`config.mk`:
```
export PLATFORM = sky130hd
export DESIGN_NAME = avalon_st_rr_arbiter_flat
export DESIGN_NICKNAME = d
export VERILOG_FILES = /design/src/rtl/avalon_st_rr_arbiter_pkg.sv /design/src/rtl/avalon_st_rr_arbiter_if.sv /design/src/rtl/avalon_st_rr_arbiter_rr_pick.sv /design/src/rtl/avalon_st_rr_arbiter.sv /design/src/flat_wrapper.sv
export SDC_FILE = /design/constraint.sdc
export NUM_CORES = 1
export LEC_CHECK = 0
export CELL_PAD_IN_SITES_DETAIL_PLACEMENT = 2
export CELL_PAD_IN_SITES_GLOBAL_PLACEMENT = 2
export CORE_MARGIN = 5
export CORE_UTILIZATION = 15
export CTS_CLUSTER_DIAMETER = 40
export DETAILED_ROUTE_END_ITERATION = 8
export PLACE_DENSITY = 0.87
export SLEW_MARGIN = 30
export SYNTH_ARGS = -nofsm -noshare
export SYNTH_HDL_FRONTEND = slang
export SYNTH_SLANG_ARGS = --single-unit
```
`constraint.sdc`:
```
create_clock -name clk -period 2.9 [get_ports clk]
set_input_delay 0.58 -clock clk [delete_from_list [all_inputs] [get_ports clk]]
set_output_delay 0.58 -clock clk [all_outputs]
set_load 0.01 [all_outputs]
```
`src/rtl/avalon_st_rr_arbiter_pkg.sv`:
```
// Shared types and the circular priority search used by the Avalon-ST round-robin arbiter.
package avalon_st_arb_pkg;

  localparam int MAX_IN = 16;
  localparam int MAX_W  = 4;

  typedef enum logic {
    IDLE   = 1'b0,
    LOCKED = 1'b1
  } state_e;

  // First set bit of req at or after ptr, wrapping at n; returns 0 when req is empty.
  function automatic logic [MAX_W-1:0] next_rr(input logic [MAX_IN-1:0] req,
                                               input logic [MAX_W-1:0]  ptr,
                                               input int                n);
    logic [MAX_W-1:0] idx;
    next_rr = '0;
    for (int k = MAX_IN - 1; k >= 0; k--) begin
      if (k < n) begin
        idx = MAX_W'((int'(ptr) + k) % n);
        if (req[idx]) next_rr = idx;
      end
    end
  endfunction

endpackage

```
`src/rtl/avalon_st_rr_arbiter_if.sv`:
```
// Bundle of NUM_IN Avalon-ST sources plus the single shared Avalon-ST output.
interface avalon_st_rr_arbiter_if #(
  parameter int NUM_IN     = 4,
  parameter int DATA_WIDTH = 32
);
  import avalon_st_arb_pkg::*;

  localparam int CH_W = $clog2(NUM_IN);

  logic [NUM_IN-1:0]            in_valid;
  logic [NUM_IN*DATA_WIDTH-1:0] in_data;
  logic [NUM_IN-1:0]            in_sop;
  logic [NUM_IN-1:0]            in_eop;
  logic [NUM_IN-1:0]            in_ready;
  logic                         out_valid;
  logic [DATA_WIDTH-1:0]        out_data;
  logic                         out_sop;
  logic                         out_eop;
  logic [CH_W-1:0]              out_channel;
  logic                         out_ready;

  modport slave (
    input  in_valid, in_data, in_sop, in_eop, out_ready,
    output in_ready, out_valid, out_data, out_sop, out_eop, out_channel
  );

  modport master (
    output in_valid, in_data, in_sop, in_eop, out_ready,
    input  in_ready, out_valid, out_data, out_sop, out_eop, out_channel
  );

endinterface

```
`src/rtl/avalon_st_rr_arbiter_rr_pick.sv`:
```
// Combinational round-robin picker: first requester at or after the pointer.
module avalon_st_rr_arbiter_rr_pick
  import avalon_st_arb_pkg::*;
#(
  parameter  int NUM_IN = 4,
  localparam int IDX_W  = $clog2(NUM_IN)
) (
  input  logic [NUM_IN-1:0] i_req,
  input  logic [IDX_W-1:0]  i_ptr,
  output logic [IDX_W-1:0]  o_idx,
  output logic              o_found
);

  assign o_idx   = IDX_W'(next_rr(MAX_IN'(i_req), MAX_W'(i_ptr), NUM_IN));
  assign o_found = |i_req;

endmodule

```
`src/rtl/avalon_st_rr_arbiter.sv`:
```
// Packet-aware round-robin arbiter: holds a grant from sop to eop, rotates priority
// after each packet and drops a stalled grant through an idle watchdog.
module avalon_st_rr_arbiter
  import avalon_st_arb_pkg::*;
#(
  parameter int NUM_IN       = 4,
  parameter int DATA_WIDTH   = 32,
  parameter int IDLE_TIMEOUT = 64
) (
  input  logic                  clk,
  input  logic                  rst_n,
  avalon_st_rr_arbiter_if.slave bus,
  output logic                  err_timeout,
  output logic                  err_no_sop
);

  localparam int GW    = $clog2(NUM_IN);
  localparam int CNT_W = (IDLE_TIMEOUT > 0) ? $clog2(IDLE_TIMEOUT + 1) : 1;

  state_e            r_state;
  logic [GW-1:0]     r_grant;
  logic [GW-1:0]     r_ptr;
  logic [CNT_W-1:0]  r_idle_cnt;
  logic              r_first;
  logic              r_err_timeout;
  logic              r_err_no_sop;

  logic [GW-1:0]         w_pick;
  logic                  w_found;
  logic                  w_locked;
  logic                  w_gvalid;
  logic                  w_gsop;
  logic                  w_geop;
  logic [DATA_WIDTH-1:0] w_gdata;
  logic                  w_accept;
  logic                  w_expire;
  logic [GW-1:0]         w_next_ptr;

  avalon_st_rr_arbiter_rr_pick #(.NUM_IN(NUM_IN)) u_pick (
    .i_req   (bus.in_valid),
    .i_ptr   (r_ptr),
    .o_idx   (w_pick),
    .o_found (w_found)
  );

  // Select the granted source; unused sources see ready low.
  always_comb begin
    w_gvalid = 1'b0;
    w_gsop   = 1'b0;
    w_geop   = 1'b0;
    w_gdata  = '0;
    for (int i = 0; i < NUM_IN; i++) begin
      if (r_grant == GW'(i)) begin
        w_gvalid = bus.in_valid[i];
        w_gsop   = bus.in_sop[i];
        w_geop   = bus.in_eop[i];
        w_gdata  = bus.in_data[i*DATA_WIDTH +: DATA_WIDTH];
      end
    end
  end

  assign w_locked   = (r_state == LOCKED);
  assign w_accept   = w_locked && w_gvalid && bus.out_ready;
  assign w_expire   = (IDLE_TIMEOUT != 0) && w_locked && !w_gvalid &&
                      (r_idle_cnt == CNT_W'(IDLE_TIMEOUT - 1));
  assign w_next_ptr = (r_grant == GW'(NUM_IN - 1)) ? '0 : r_grant + 1'b1;

  assign bus.out_valid   = w_locked && w_gvalid;
  assign bus.out_data    = w_locked ? w_gdata : '0;
  assign bus.out_sop     = w_locked && w_gsop;
  assign bus.out_eop     = w_locked && w_geop;
  assign bus.out_channel = r_grant;
  assign bus.in_ready    = w_locked ? (NUM_IN'(bus.out_ready) << r_grant) : '0;

  assign err_timeout = r_err_timeout;
  assign err_no_sop  = r_err_no_sop;

  always_ff @(posedge clk or negedge rst_n) begin
    if (!rst_n) begin
      r_state       <= IDLE;
      r_grant       <= '0;
      r_ptr         <= '0;
      r_idle_cnt    <= '0;
      r_first       <= 1'b0;
      r_err_timeout <= 1'b0;
      r_err_no_sop  <= 1'b0;
    end else begin
      case (r_state)
        IDLE: begin
          if (w_found) begin
            r_grant    <= w_pick;
            r_state    <= LOCKED;
            r_first    <= 1'b1;
            r_idle_cnt <= '0;
          end
        end
        LOCKED: begin
          // Only a source that has nothing to offer counts as idle; backpressure does not.
          if (w_gvalid)
            r_idle_cnt <= '0;
          else if (IDLE_TIMEOUT != 0)
            r_idle_cnt <= r_idle_cnt + 1'b1;
          if (w_accept) begin
            r_first <= 1'b0;
            if (r_first && !w_gsop) r_err_no_sop <= 1'b1;
            if (w_geop) begin
              r_ptr   <= w_next_ptr;
              r_state <= IDLE;
            end
          end
          // Expiry needs in_valid low, so it never collides with an eop acceptance.
          if (w_expire) begin
            r_err_timeout <= 1'b1;
            r_ptr         <= w_next_ptr;
            r_state       <= IDLE;
          end
        end
        default: r_state <= IDLE;
      endcase
    end
  end

endmodule

```
`src/flat_wrapper.sv`:
```
// flat-port wrapper written by rule: the top's interface ports become plain ports
module avalon_st_rr_arbiter_flat import avalon_st_arb_pkg::*;
#(
  parameter int NUM_IN       = 4,
  parameter int DATA_WIDTH   = 32,
  parameter int IDLE_TIMEOUT = 64
)
  (clk, rst_n, err_timeout, err_no_sop, bus_in_valid, bus_in_data, bus_in_sop, bus_in_eop, bus_out_ready, bus_in_ready, bus_out_valid, bus_out_data, bus_out_sop, bus_out_eop, bus_out_channel);
  avalon_st_rr_arbiter_if #(.NUM_IN(NUM_IN), .DATA_WIDTH(DATA_WIDTH)) bus_i ();
  input  logic clk;
  input  logic rst_n;
  output logic err_timeout;
  output logic err_no_sop;
  input wire logic [$bits(bus_i.in_valid)-1:0] bus_in_valid;
  input wire logic [$bits(bus_i.in_data)-1:0] bus_in_data;
  input wire logic [$bits(bus_i.in_sop)-1:0] bus_in_sop;
  input wire logic [$bits(bus_i.in_eop)-1:0] bus_in_eop;
  input wire logic [$bits(bus_i.out_ready)-1:0] bus_out_ready;
  output wire logic [$bits(bus_i.in_ready)-1:0] bus_in_ready;
  output wire logic [$bits(bus_i.out_valid)-1:0] bus_out_valid;
  output wire logic [$bits(bus_i.out_data)-1:0] bus_out_data;
  output wire logic [$bits(bus_i.out_sop)-1:0] bus_out_sop;
  output wire logic [$bits(bus_i.out_eop)-1:0] bus_out_eop;
  output wire logic [$bits(bus_i.out_channel)-1:0] bus_out_channel;
  assign bus_i.in_valid = bus_in_valid;
  assign bus_i.in_data = bus_in_data;
  assign bus_i.in_sop = bus_in_sop;
  assign bus_i.in_eop = bus_in_eop;
  assign bus_i.out_ready = bus_out_ready;
  assign bus_in_ready = bus_i.in_ready;
  assign bus_out_valid = bus_i.out_valid;
  assign bus_out_data = bus_i.out_data;
  assign bus_out_sop = bus_i.out_sop;
  assign bus_out_eop = bus_i.out_eop;
  assign bus_out_channel = bus_i.out_channel;
  avalon_st_rr_arbiter #(.NUM_IN(NUM_IN), .DATA_WIDTH(DATA_WIDTH), .IDLE_TIMEOUT(IDLE_TIMEOUT)) u_core (.clk(clk), .rst_n(rst_n), .bus(bus_i), .err_timeout(err_timeout), .err_no_sop(err_no_sop));
endmodule
```
==> metrics.txt, run 1 <==
# TYPE chip_impl_metric gauge
chip_impl_metric{name="postSynthRegisterBits",unit=""} 15
chip_impl_metric{name="start_util",unit=""} 0.152
chip_impl_metric{name="number_of_flops_mapped_to_enable_cells_by_yosys",unit=""} 0
chip_impl_metric{name="period_needed",unit="ps"} 2760
chip_impl_metric{name="first_iter_violations",unit=""} 66
chip_impl_metric{name="first_global_vias",unit=""} 3723
chip_impl_metric{name="drtPass1Iterations",unit=""} 4
chip_impl_metric{name="worst_slew_margin_rel",unit=""} 0.506
chip_impl_metric{name="fp.dieH",unit="um"} 131
chip_impl_metric{name="floorplan.die_area",unit="sq um"} 17100
chip_impl_info{name="outcome",value="complete, no violations"} 1
chip_impl_metric{name="die_width",unit="um"} 131
chip_impl_metric{name="cts_sinks",unit=""} 15
chip_impl_metric{name="route.final.wire_length",unit="mm"} 13.7
chip_impl_metric{name="vias",unit=""} 3264
chip_impl_metric{name="ff_latch_area",unit="sq um"} 375
chip_impl_metric{name="crit_path_max_fanout",unit=""} 8
chip_impl_info{name="critical_path.top_delay_family",value="buffers and inverters"} 1
chip_impl_metric{name="cts_hold_buf",unit=""} 0
chip_impl_metric{name="boundaryPins",unit=""} 186
chip_impl_metric{name="layout-drive-gt1-share",unit=""} 0.0846
chip_impl_metric{name="final-setup-viol-count",unit=""} 0
chip_impl_metric{name="p_leak",unit="nW"} 1.89
chip_impl_metric{name="clock_slew_at_reported_path_ffs",unit="ps"} 50
chip_impl_metric{name="maxCapViolations",unit=""} 0
chip_impl_metric{name="core.rowCount",unit=""} 44
chip_impl_metric{name="hold_ws",unit="ps"} 474
chip_impl_metric{name="tightest_slew",unit="ps"} 739
chip_impl_metric{name="reg2reg_slack",unit="ps"} 410
chip_impl_metric{name="core-area",unit="sq um"} 14400
chip_impl_metric{name="mapped_cell_area",unit="sq um"} 2190
chip_impl_metric{name="grt_usage",unit=""} 0.152
chip_impl_metric{name="max_freq",unit="GHz"} 0.362
chip_impl_info{name="worstHoldPathType",value="register to register"} 1
chip_impl_metric{name="timing.critical_path.buf_inv",unit=""} 4
chip_impl_metric{name="asyncSetResetFlopFracSynth",unit=""} 1.00
chip_impl_metric{name="port-buffer-count",unit=""} 185
chip_impl_metric{name="critPathMaxStageDelay",unit="ps"} 430
chip_impl_metric{name="vdd_ir_drop_max",unit="mV"} 0.585
chip_impl_info{name="critical_path.startpoint_type",value="register"} 1
chip_impl_info{name="cts_root_buf",value="clkbuf_16"} 1
chip_impl_metric{name="dpl.hpwl",unit="mm"} 10.4
chip_impl_info{name="worstSetupPathType",value="register to output pin"} 1
chip_impl_metric{name="num-nets-final",unit=""} 669
chip_impl_metric{name="grt_start_max_net_pins",unit=""} 46
chip_impl_metric{name="seq_area_frac_synth",unit=""} 0.172
chip_impl_metric{name="ctsLongestPathBuffers",unit=""} 2
chip_impl_metric{name="grt_remaining_overflow",unit=""} 0
chip_impl_metric{name="global_route_wire_length_before_repair",unit="mm"} 20.6
chip_impl_metric{name="final_antenna_net_count",unit=""} 0
chip_impl_metric{name="power_density",unit="nW/um^2"} 936
chip_impl_metric{name="fill_cells",unit=""} 1694
chip_impl_metric{name="detail_route.wl_per_cell",unit="um"} 19.5
chip_impl_metric{name="cts-buffers-inserted",unit=""} 3
chip_impl_metric{name="final_core_util",unit=""} 0.314
chip_impl_info{name="worst_setup_path_end_kind",value="output pin"} 1
chip_impl_metric{name="maxSlewViolCount",unit=""} 0
chip_impl_metric{name="timing_hold_violations_final",unit=""} 0
chip_impl_info{name="path_cells",value="inv_2 -> buf_4 -> ha_4 -> buf_4 -> a221oi_1 -> nor3_1 -> a21oi_2 -> nor2_1 -> dlygate4sd2_1"} 1
chip_impl_metric{name="htreeDepth",unit=""} 1
chip_impl_metric{name="synth.avg_cell_area",unit="sq um"} 6.38
chip_impl_info{name="tritoncts",value="yes"} 1
chip_impl_metric{name="insertion_delay",unit="ps"} 250
chip_impl_metric{name="detail_routed_via_count_per_cell",unit=""} 4.64
chip_impl_metric{name="count_of_synthesis_stage_warnings_from_yosys",unit=""} 0
chip_impl_metric{name="multi_input_area",unit="sq um"} 1720
chip_impl_metric{name="worstPathArrival",unit="ps"} 2180
chip_impl_metric{name="synthDistinctLibCells",unit=""} 39
chip_impl_metric{name="flow.area_growth_from_synthesis",unit="%"} 107
chip_impl_metric{name="skew",unit="ps"} 2.17
chip_impl_info{name="ys.flop_type",value="dfrtp_1"} 1
chip_impl_metric{name="worst-endpoint-required",unit="ps"} 2320
chip_impl_info{name="slowest_stage",value="dfrtp_1"} 1
chip_impl_metric{name="post_synth_inst_count",unit=""} 343
chip_impl_metric{name="antenna_found_initial",unit=""} 0
chip_impl_metric{name="gp_routability_congestion",unit=""} 0.786
chip_impl_metric{name="synthesis.nets",unit=""} 491
chip_impl_info{name="critPathMostFrequentCell",value="buf_4"} 1
chip_impl_metric{name="period_share",unit=""} 0.953
chip_impl_metric{name="post-route-drc-count",unit=""} 0
chip_impl_metric{name="antenna-diode-count",unit=""} 0
## per-layer routing
layer | GRT usage | vias to the layer above | part of all wire
li1 | - | 1558 | -
met1 | 0.176 | 1606 | 0.39
met2 | 0.305 | 92 | 0.55
met3 | 0.0179 | 8 | 0.051
met4 | 0.0181 | 0 | 0.0069
met5 | 0 | - | 0
## sequential cells by signal (all words and copies together), names as in the netlist
name	count
u_core.r_state	1
u_core.err_no_sop	1
u_core.r_ptr	2
u_core.err_timeout	1
u_core.bus.out_channel	2
u_core.r_first	1
u_core.r_idle_cnt	7
## worst paths after layout
kind | start | end | cells past startpoint
min in group asynchronous | rst_n | u_core.r_idle_cnt[4] | 1
worst min register to register | u_core.err_timeout | u_core.err_timeout | 2
worst max-delay path | u_core.bus.out_channel[0] | bus_out_sop | 9
worst max register to register | u_core.bus.out_channel[0] | u_core.r_ptr[0] | 9
max in group asynchronous | rst_n | u_core.bus.out_channel[1] | 1
worst min-delay path | u_core.err_timeout | u_core.err_timeout | 2
## stage by stage
stage | TNS, ps | std cells | total power, W | setup WS, ps | cell area [sq um]
floorplan | 0 | 343 | 0.00217 | 541 | 2190
global placement | 0 | 696 | 0.00380 | 31.7 | 4320
detailed placement | 0 | 696 | 0.00398 | 38.6 | 4320
CTS | -533 | 704 | 0.00432 | -90.0 | 4480
global route | -5.61 | 704 | 0.00458 | -5.61 | 4530
finish | 0 | 704 | 0.00424 | 135 | 4530
## cell usage in the layout, fill, tap and decap left out, types with 2 or more instances in the layout
master and instances:
a31oi_1 2, inv_1 5, and2_1 27, clkbuf_2 2, inv_2 2, a221oi_1 8, nand2b_1 3, a21oi_2 4
nand3_1 4, nand2_1 61, buf_4 11, clkdlybuf4s50_1 150, clkbuf_16 3, o21ai_0 29, mux2i_1 2, a21o_1 4
dfrtp_1 15, nor3_1 11, o22ai_1 2, nor2b_1 8, nand3b_1 26, dlymetal6s2s_1 14, mux2_4 2, buf_12 5
dlygate4sd2_1 19, ha_4 3, a21oi_1 60, nor2_1 15
## synthesized netlist by cell type (all sizes together), types with 2 or more instances
| master | instances | area [sq um] |
|---|---|---|
| a21o | 4 | 30.0 |
| a21oi | 64 | 320 |
| a221oi | 8 | 70.1 |
| a31oi | 2 | 12.5 |
| and2 | 27 | 169 |
| buf | 5 | 26.3 |
| clkbuf | 25 | 93.8 |
| dfrtp | 15 | 375 |
| ha | 5 | 62.6 |
| inv | 7 | 26.3 |
| mux2 | 2 | 30.0 |
| mux2i | 2 | 20.0 |
| nand2 | 62 | 235 |
| nand2b | 3 | 18.8 |
| nand3 | 4 | 20.0 |
| nand3b | 26 | 195 |
| nor2 | 15 | 56.3 |
| nor2b | 9 | 56.3 |
| nor3 | 11 | 55.1 |
| o21ai | 31 | 159 |
| o22ai | 2 | 12.5 |
| o32ai | 2 | 36.3 |
## worst register-to-register path, stage by stage, from the launching register on
cell,delay [ps]
dfrtp_1,430
inv_2,110
buf_4,150
ha_4,230
buf_4,200
nand2b_1,90
o22ai_1,320
o21ai_2,180
o32ai_4,330
mux2_4,330
## kinds of logic (layout without fill, tap and decap cells)
group | Yosys count | count (layout) | synth area share
adder cells (fa/ha/maj) | 5 | 5 | 0.0286
AND/OR/NAND/NOR | 161 | 161 | 0.383
flip-flops | 15 | 15 | 0.172
XOR/XNOR | 1 | 1 | 0.00401
buffers and inverters | 37 | 214 | 0.0669
multiplexers | 4 | 4 | 0.0229
AO/OA/AOI/OAI | 120 | 120 | 0.323
## cell type report
| class | count | area share |
|---|---|---|
| clock buffers | 3 | 0.0166 |
| inverters | 7 | 0.00580 |
| flip-flops and latches | 15 | 0.0828 |
| repair buffers | 203 | 0.463 |
| clock inverters | 1 | 0.00110 |
| multi-input cells | 291 | 0.380 |
| well taps | 184 | 0.0508 |
## what timing repair did
item | in CTS | in global routing
setup endpoints to repair | 34 | 15
buffers inserted | 2 | 0
gates resized for setup | 30 | 22
cloned | 2 | 0
## power by group
group / leakage [nW] / total, W / switching [W] / internal (W)
logic: 1.67 / 0.00361 / 0.00183 / 0.00177
registers: 0.183 / 0.000362 / 0.0000805 / 0.000281
clock network: 0.0409 / 0.000274 / 0.0000898 / 0.000184
Power figures use the tool's default switching activity.
==> run 2: changes to the inputs <==
--- a/config.mk
+++ b/config.mk
@@ -11,6 +11,7 @@
 export CORE_UTILIZATION = 15
 export CTS_CLUSTER_DIAMETER = 40
 export DETAILED_ROUTE_END_ITERATION = 8
+export HOLD_SLACK_MARGIN = 0.03
 export PLACE_DENSITY = 0.87
 export SLEW_MARGIN = 30
 export SYNTH_ARGS = -nofsm -noshare
==> constraint.sdc (replaced) <==
create_clock -name clk -period 2.9 [get_ports clk]
set_input_delay 0.29 -clock clk [delete_from_list [all_inputs] [get_ports clk]]
set_output_delay 0.29 -clock clk [all_outputs]
set_load 0.01 [all_outputs]
==> metrics.txt, run 2 (synthesis gave the netlist of run 1 again) <==
# TYPE chip_impl_metric gauge
chip_impl_metric{name="vias",unit=""} 3190
chip_impl_info{name="crit_start",value="u_core.bus.out_channel[0]"} 1
chip_impl_metric{name="core-area",unit="sq um"} 14400
chip_impl_metric{name="fill_cells",unit=""} 1690
chip_impl_metric{name="largest_register_ffs",unit=""} 7
chip_impl_metric{name="fin_ws",unit="ps"} 167
chip_impl_metric{name="layout-drive-gt1-share",unit=""} 0.0646
chip_impl_info{name="layout.cells.most_common_list",value="clkdlybuf4s50_1, a21oi_1, nand2_1"} 1
chip_impl_metric{name="htreeDepth",unit=""} 1
chip_impl_metric{name="p_leak",unit="nW"} 1.64
chip_impl_info{name="worstReg2RegEnd",value="u_core.r_ptr[0]"} 1
chip_impl_info{name="worst_setup_path_end_kind",value="output pin"} 1
chip_impl_metric{name="grt_usage",unit=""} 0.141
chip_impl_metric{name="ctsLongestPathBuffers",unit=""} 2
chip_impl_metric{name="antenna_found_initial",unit=""} 0
chip_impl_metric{name="grt_start_max_net_pins",unit=""} 53
chip_impl_metric{name="worst-r2r-cell-count",unit=""} 7
chip_impl_metric{name="cts_sinks",unit=""} 15
chip_impl_metric{name="pre_cts_ws",unit="ps"} 148
chip_impl_metric{name="gp_routability_congestion",unit=""} 0.805
chip_impl_metric{name="grt_remaining_overflow",unit=""} 0
chip_impl_metric{name="reg2reg_slack",unit="ps"} 510
chip_impl_metric{name="detailed_place.area",unit="sq um"} 4250
chip_impl_metric{name="floorplan.die_area",unit="sq um"} 17100
chip_impl_metric{name="detail_route.wl_per_cell",unit="um"} 18.3
chip_impl_metric{name="period_share",unit=""} 0.942
chip_impl_metric{name="antenna-diode-count",unit=""} 0
chip_impl_metric{name="global_route_wire_length_before_repair",unit="mm"} 19.1
chip_impl_metric{name="post-route-drc-count",unit=""} 0
chip_impl_metric{name="final_antenna_net_count",unit=""} 0
chip_impl_metric{name="detail_routed_via_count_per_cell",unit=""} 4.59
chip_impl_info{name="max_flop_register",value="u_core.r_idle_cnt"} 1
chip_impl_info{name="holdCritStartpoint",value="u_core.err_timeout"} 1
chip_impl_metric{name="die_width",unit="um"} 131
chip_impl_metric{name="start_util",unit=""} 0.152
chip_impl_metric{name="fp.dieH",unit="um"} 131
chip_impl_metric{name="ff_latch_area",unit="sq um"} 377
chip_impl_metric{name="worstPathArrival",unit="ps"} 2440
chip_impl_info{name="tritoncts",value="yes"} 1
chip_impl_metric{name="period_needed",unit="ps"} 2730
chip_impl_info{name="worstHoldPathType",value="register to register"} 1
chip_impl_metric{name="skew",unit="ps"} 3.85
chip_impl_metric{name="crit_path_max_fanout",unit=""} 11
chip_impl_metric{name="clock_slew_at_reported_path_ffs",unit="ps"} 50
chip_impl_metric{name="insertion_delay",unit="ps"} 250
chip_impl_metric{name="maxSlewViolCount",unit=""} 0
chip_impl_metric{name="flow.area_growth_from_synthesis",unit="%"} 101
chip_impl_metric{name="max_freq",unit="GHz"} 0.366
chip_impl_metric{name="port-buffer-count",unit=""} 185
chip_impl_metric{name="hold_ws",unit="ps"} 461
chip_impl_metric{name="maxCapViolations",unit=""} 0
chip_impl_metric{name="worst-endpoint-required",unit="ps"} 2610
chip_impl_metric{name="boundaryPins",unit=""} 186
chip_impl_metric{name="setup_total_negative_slack",unit="ps"} 0
chip_impl_metric{name="power_density",unit="nW/um^2"} 942
chip_impl_metric{name="final-setup-viol-count",unit=""} 0
chip_impl_metric{name="first_global_vias",unit=""} 3576
chip_impl_metric{name="cts-buffers-inserted",unit=""} 3
chip_impl_info{name="worstSetupPathType",value="register to output pin"} 1
chip_impl_metric{name="dpl.hpwl",unit="mm"} 10.1
chip_impl_info{name="outcome",value="complete, no violations"} 1
chip_impl_metric{name="core.rowCount",unit=""} 44
chip_impl_info{name="cts_root_buf",value="clkbuf_16"} 1
chip_impl_metric{name="tightest_slew",unit="ps"} 716
chip_impl_info{name="hold_end",value="u_core.err_timeout"} 1
chip_impl_info{name="critical_path.startpoint_type",value="register"} 1
chip_impl_metric{name="worst_slew_margin_rel",unit=""} 0.521
chip_impl_info{name="reg2reg_from",value="u_core.bus.out_channel[0]"} 1
chip_impl_metric{name="multi_input_area",unit="sq um"} 1710
chip_impl_metric{name="route.final.wire_length",unit="mm"} 12.7
chip_impl_info{name="most_common_cell_after_layout_fill_and_taps_aside",value="clkdlybuf4s50_1"} 1
chip_impl_metric{name="vdd_ir_drop_max",unit="mV"} 0.423
chip_impl_metric{name="timing_hold_violations_final",unit=""} 0
chip_impl_metric{name="num-nets-final",unit=""} 660
chip_impl_metric{name="first_iter_violations",unit=""} 65
chip_impl_metric{name="holdPathStages",unit=""} 2
chip_impl_metric{name="drtPass1Iterations",unit=""} 4
chip_impl_metric{name="postLayoutCellArea",unit="sq um"} 4400
chip_impl_metric{name="final_core_util",unit=""} 0.305
run 2: cell count changes in the layout (fill, tap and decap cells not counted), moves of 2 or more:
cell             change
buf_12               -2
inv_2                -2
a21oi_1              +2
clkdlybuf4s50_1     +31
ha_4                 -2
clkbuf_2             -2
a21oi_2              -2
dlygate4sd2_1       -19
buf_4                -6
a221oi_2             +3
a221oi_1             -3
ha_2                 +2
dlymetal6s2s_1      -10
run 2: layout make-up:
cell class | instances | area share
timing repair buffer | 194 | 0.448
multi-input combinational | 291 | 0.389
sequential | 15 | 0.0856
tap | 184 | 0.0523
clock buffer | 3 | 0.0171
inverter | 7 | 0.00654
clock inverter | 1 | 0.00114
run 2: metal layers:
metal | global-route usage | vias to the layer above | part of all wire | wire length (um)
li1 | - | 1540 | - | -
met3 | 0.0195 | 11 | 0.057 | 725
met2 | 0.284 | 95 | 0.54 | 6810
met5 | 0 | - | 0 | 0
met1 | 0.155 | 1544 | 0.39 | 4990
met4 | 0.0260 | 0 | 0.013 | 167
run 2: repair_timing:
item / CTS / global route
setup buffers: 0 / 0
setup endpoints to repair: 27 / 26
pin swaps: 0 / 0
gates resized for setup: 4 / 14
hold buffers: 0 / 0
run 2: how the worst max path moves through the flow:
stage,endpoint,slack [ps],depth (start not counted)
after global placement,bus_out_data[1],280,9
after detailed placement,bus_out_data[7],150,7
final,bus_out_eop,170,8
after global routing,bus_out_data[0],-7,9
after floorplan,u_core.r_ptr[0],770,8
after CTS,bus_out_sop,30,10
run 2: power breakdown:
group          internal [W]  switching [W]  total [W]
logic               0.00178        0.00172    0.00350
registers          0.000282      0.0000840   0.000366
clock network      0.000184      0.0000902   0.000275
run 2: worst max-delay path, stage by stage, from the launching register on:
cell and delay, ps:
dfrtp_2 470, ha_2 240, buf_6 160, nor2b_1 120, buf_4 210, a22oi_1 90, a21o_1 240, nor2_1 110
clkdlybuf4s50_1 560
run 2: metrics by stage:
stage,std cells,total power (W)
6_report,695,0.00414
5_1_grt,695,0.00450
4_1_cts,695,0.00415
3_5_place_dp,691,0.00382
3_3_place_gp,691,0.00366
2_1_floorplan,343,0.00217
==> run 3: changes to the inputs <==
--- a/config.mk
+++ b/config.mk
@@ -7,11 +7,12 @@
 export LEC_CHECK = 0
 export CELL_PAD_IN_SITES_DETAIL_PLACEMENT = 2
 export CELL_PAD_IN_SITES_GLOBAL_PLACEMENT = 2
-export CORE_MARGIN = 5
+export CORE_MARGIN = 10
 export CORE_UTILIZATION = 15
 export CTS_CLUSTER_DIAMETER = 40
+export CTS_CLUSTER_SIZE = 30
 export DETAILED_ROUTE_END_ITERATION = 8
-export HOLD_SLACK_MARGIN = 0.03
+export HOLD_SLACK_MARGIN = 0.1
 export PLACE_DENSITY = 0.87
 export SLEW_MARGIN = 30
 export SYNTH_ARGS = -nofsm -noshare
==> metrics.txt, run 3 (synthesis gave the netlist of run 1 again) <==
# TYPE chip_impl_metric gauge
chip_impl_metric{name="p_leak",unit="nW"} 1.69
chip_impl_metric{name="vdd_ir_drop_max",unit="mV"} 0.494
chip_impl_metric{name="skew",unit="ps"} 1.27
chip_impl_metric{name="postLayoutCellArea",unit="sq um"} 4500
chip_impl_info{name="max_flop_register",value="u_core.r_idle_cnt"} 1
chip_impl_metric{name="grt_start_max_net_pins",unit=""} 54
chip_impl_metric{name="timing_hold_violations_final",unit=""} 0
chip_impl_metric{name="maxCapViolations",unit=""} 0
chip_impl_info{name="layout.cells.most_common_list",value="clkdlybuf4s50_1, nand2_1, a21oi_1"} 1
chip_impl_metric{name="first_global_vias",unit=""} 3608
chip_impl_metric{name="cts_hold_buf",unit=""} 0
chip_impl_info{name="cts_root_buf",value="clkbuf_16"} 1
chip_impl_metric{name="final_core_util",unit=""} 0.312
chip_impl_metric{name="tightest_slew",unit="ps"} 698
chip_impl_metric{name="timing.critical_path.buf_inv",unit=""} 3
chip_impl_info{name="worst_setup_path_end_kind",value="output pin"} 1
chip_impl_metric{name="crit_path_max_fanout",unit=""} 31
chip_impl_metric{name="detail_routed_via_count_per_cell",unit=""} 4.66
chip_impl_metric{name="boundaryPins",unit=""} 186
chip_impl_info{name="worstHoldPathType",value="primary input to async pin"} 1
chip_impl_metric{name="worstPathArrival",unit="ps"} 2470
chip_impl_info{name="path_cells",value="inv_1 -> ha_4 -> bufbuf_16 -> nand3b_1 -> a21oi_2 -> a21oi_1 -> o21ai_1 -> and2_1 -> clkdlybuf4s50_1"} 1
chip_impl_metric{name="dpl.hpwl",unit="mm"} 11.6
chip_impl_metric{name="cts-buffers-inserted",unit=""} 3
chip_impl_metric{name="power_density",unit="nW/um^2"} 961
chip_impl_metric{name="global_route_wire_length_before_repair",unit="mm"} 21.8
chip_impl_metric{name="first_iter_violations",unit=""} 83
chip_impl_metric{name="maxSlewViolCount",unit=""} 0
chip_impl_info{name="critical_path.top_delay_family",value="buffers and inverters"} 1
chip_impl_metric{name="cts_sinks",unit=""} 15
chip_impl_metric{name="gp_routability_congestion",unit=""} 0.805
chip_impl_info{name="slowest_stage",value="clkdlybuf4s50_1"} 1
chip_impl_metric{name="final-setup-viol-count",unit=""} 0
chip_impl_metric{name="floorplan.die_area",unit="sq um"} 19800
chip_impl_metric{name="period_share",unit=""} 0.952
chip_impl_metric{name="clock_slew_at_reported_path_ffs",unit="ps"} 50
chip_impl_metric{name="reg2reg_slack",unit="ps"} 560
chip_impl_info{name="critical_path.startpoint_type",value="register"} 1
chip_impl_metric{name="max_freq",unit="GHz"} 0.362
chip_impl_metric{name="antenna_found_initial",unit=""} 0
chip_impl_metric{name="detailed_place.area",unit="sq um"} 4290
chip_impl_metric{name="insertion_delay",unit="ps"} 250
chip_impl_metric{name="drtPass1Iterations",unit=""} 4
chip_impl_metric{name="num-nets-final",unit=""} 666
chip_impl_metric{name="critPathMaxStageDelay",unit="ps"} 540
chip_impl_metric{name="start_util",unit=""} 0.152
chip_impl_info{name="most_common_cell_after_layout_fill_and_taps_aside",value="clkdlybuf4s50_1"} 1
chip_impl_metric{name="antenna-diode-count",unit=""} 0
chip_impl_metric{name="worst-endpoint-required",unit="ps"} 2610
chip_impl_metric{name="grt_usage",unit=""} 0.135
chip_impl_metric{name="layout-drive-gt1-share",unit=""} 0.0754
chip_impl_metric{name="flow.area_growth_from_synthesis",unit="%"} 106
chip_impl_metric{name="core.rowCount",unit=""} 44
chip_impl_metric{name="ctsLongestPathBuffers",unit=""} 2
chip_impl_metric{name="route.final.wire_length",unit="mm"} 14.5
chip_impl_metric{name="fp.dieH",unit="um"} 141
chip_impl_metric{name="period_needed",unit="ps"} 2760
chip_impl_metric{name="largest_register_ffs",unit=""} 7
chip_impl_metric{name="die_width",unit="um"} 141
chip_impl_info{name="outcome",value="complete, no violations"} 1
chip_impl_metric{name="fill_cells",unit=""} 1686
chip_impl_metric{name="post-route-drc-count",unit=""} 0
chip_impl_metric{name="port-buffer-count",unit=""} 185
chip_impl_metric{name="vias",unit=""} 3264
chip_impl_metric{name="htreeDepth",unit=""} 1
chip_impl_metric{name="core-area",unit="sq um"} 14400
chip_impl_info{name="tritoncts",value="yes"} 1
chip_impl_metric{name="grt_remaining_overflow",unit=""} 0
chip_impl_metric{name="final_antenna_net_count",unit=""} 0
chip_impl_info{name="worstSetupPathType",value="register to output pin"} 1
chip_impl_metric{name="detail_route.wl_per_cell",unit="um"} 20.7
chip_impl_metric{name="worst_slew_margin_rel",unit=""} 0.533
## run 3: changes by cell type in the layout (fill, tap and decap cells not counted), moves of 3 or more
cell,change
a221oi_1,+3
o21ai_1,+4
a221oi_2,-3
a21oi_2,+3
a21oi_1,-3
o21ai_0,-4
buf_4,+4
## run 3: worst reg2reg max path: cells and delay by family (launching register included)
kind | cells | cell delay (ps)
buffers and inverters | 1 | 190
AND/OR/NAND/NOR | 1 | 200
adder cells (fa/ha/maj) | 1 | 230
multiplexers | 1 | 340
AO/OA/AOI/OAI | 3 | 830
flip-flops | 1 | 430
## run 3: area by class of cell
| cell class | count | area (sq um) | area share |
|---|---|---|---|
| clock buffers | 3 | 75.1 | 0.0167 |
| repair buffers | 200 | 2070 | 0.459 |
| multi-input cells | 291 | 1730 | 0.383 |
| inverters | 7 | 26.3 | 0.00583 |
| well taps | 184 | 230 | 0.0511 |
| clock inverters | 1 | 5.00 | 0.00111 |
| flip-flops and latches | 15 | 375 | 0.0833 |
## run 3: metrics by stage
step                      worst slack [ps]  power (W)  setup TNS (ps)  instances  hold WS, ps
after global placement                 393    0.00375               0        693          462
final                                  140    0.00433               0        701          463
after floorplan                        765    0.00217               0        343        -5.59
after detailed placement               231    0.00391               0        693          463
after global routing                 -60.1    0.00473            -256        701          500
after CTS                             49.5    0.00429               0        698          476
## run 3: layer usage
| metal | share of wire | global-route usage | vias up |
|---|---|---|---|
| met5 | 0 | 0 | - |
| li1 | - | - | 1545 |
| met1 | 0.41 | 0.155 | 1608 |
| met4 | 0.011 | 0.0185 | 0 |
| met3 | 0.056 | 0.0302 | 12 |
| met2 | 0.53 | 0.252 | 99 |
## run 3: final timing paths
path | endpoint | startpoint | depth (start not counted)
max | bus_out_data[19] | u_core.bus.out_channel[1] | 9
min | u_core.r_idle_cnt[4] | rst_n | 1
min in group clk | u_core.err_timeout | u_core.err_timeout | 2
min reg2reg | u_core.err_timeout | u_core.err_timeout | 2
max in group asynchronous | u_core.bus.out_channel[1] | rst_n | 1
max reg2reg | u_core.r_ptr[1] | u_core.bus.out_channel[0] | 7
## run 3: power breakdown
group          leakage, nW  total (W)  internal, W  switching (W)
sequential           0.183   0.000370     0.000281      0.0000885
combinational         1.47    0.00368      0.00189        0.00179
clock               0.0409   0.000275     0.000184      0.0000903
total                 1.69    0.00433      0.00236        0.00197
## run 3: timing repair
action	4_1_cts	5_1_grt
gates resized for setup	2	18
buffers inserted	0	2
pin swaps	0	0
endpoints found under the setup margin	2	27
cloned	1	1
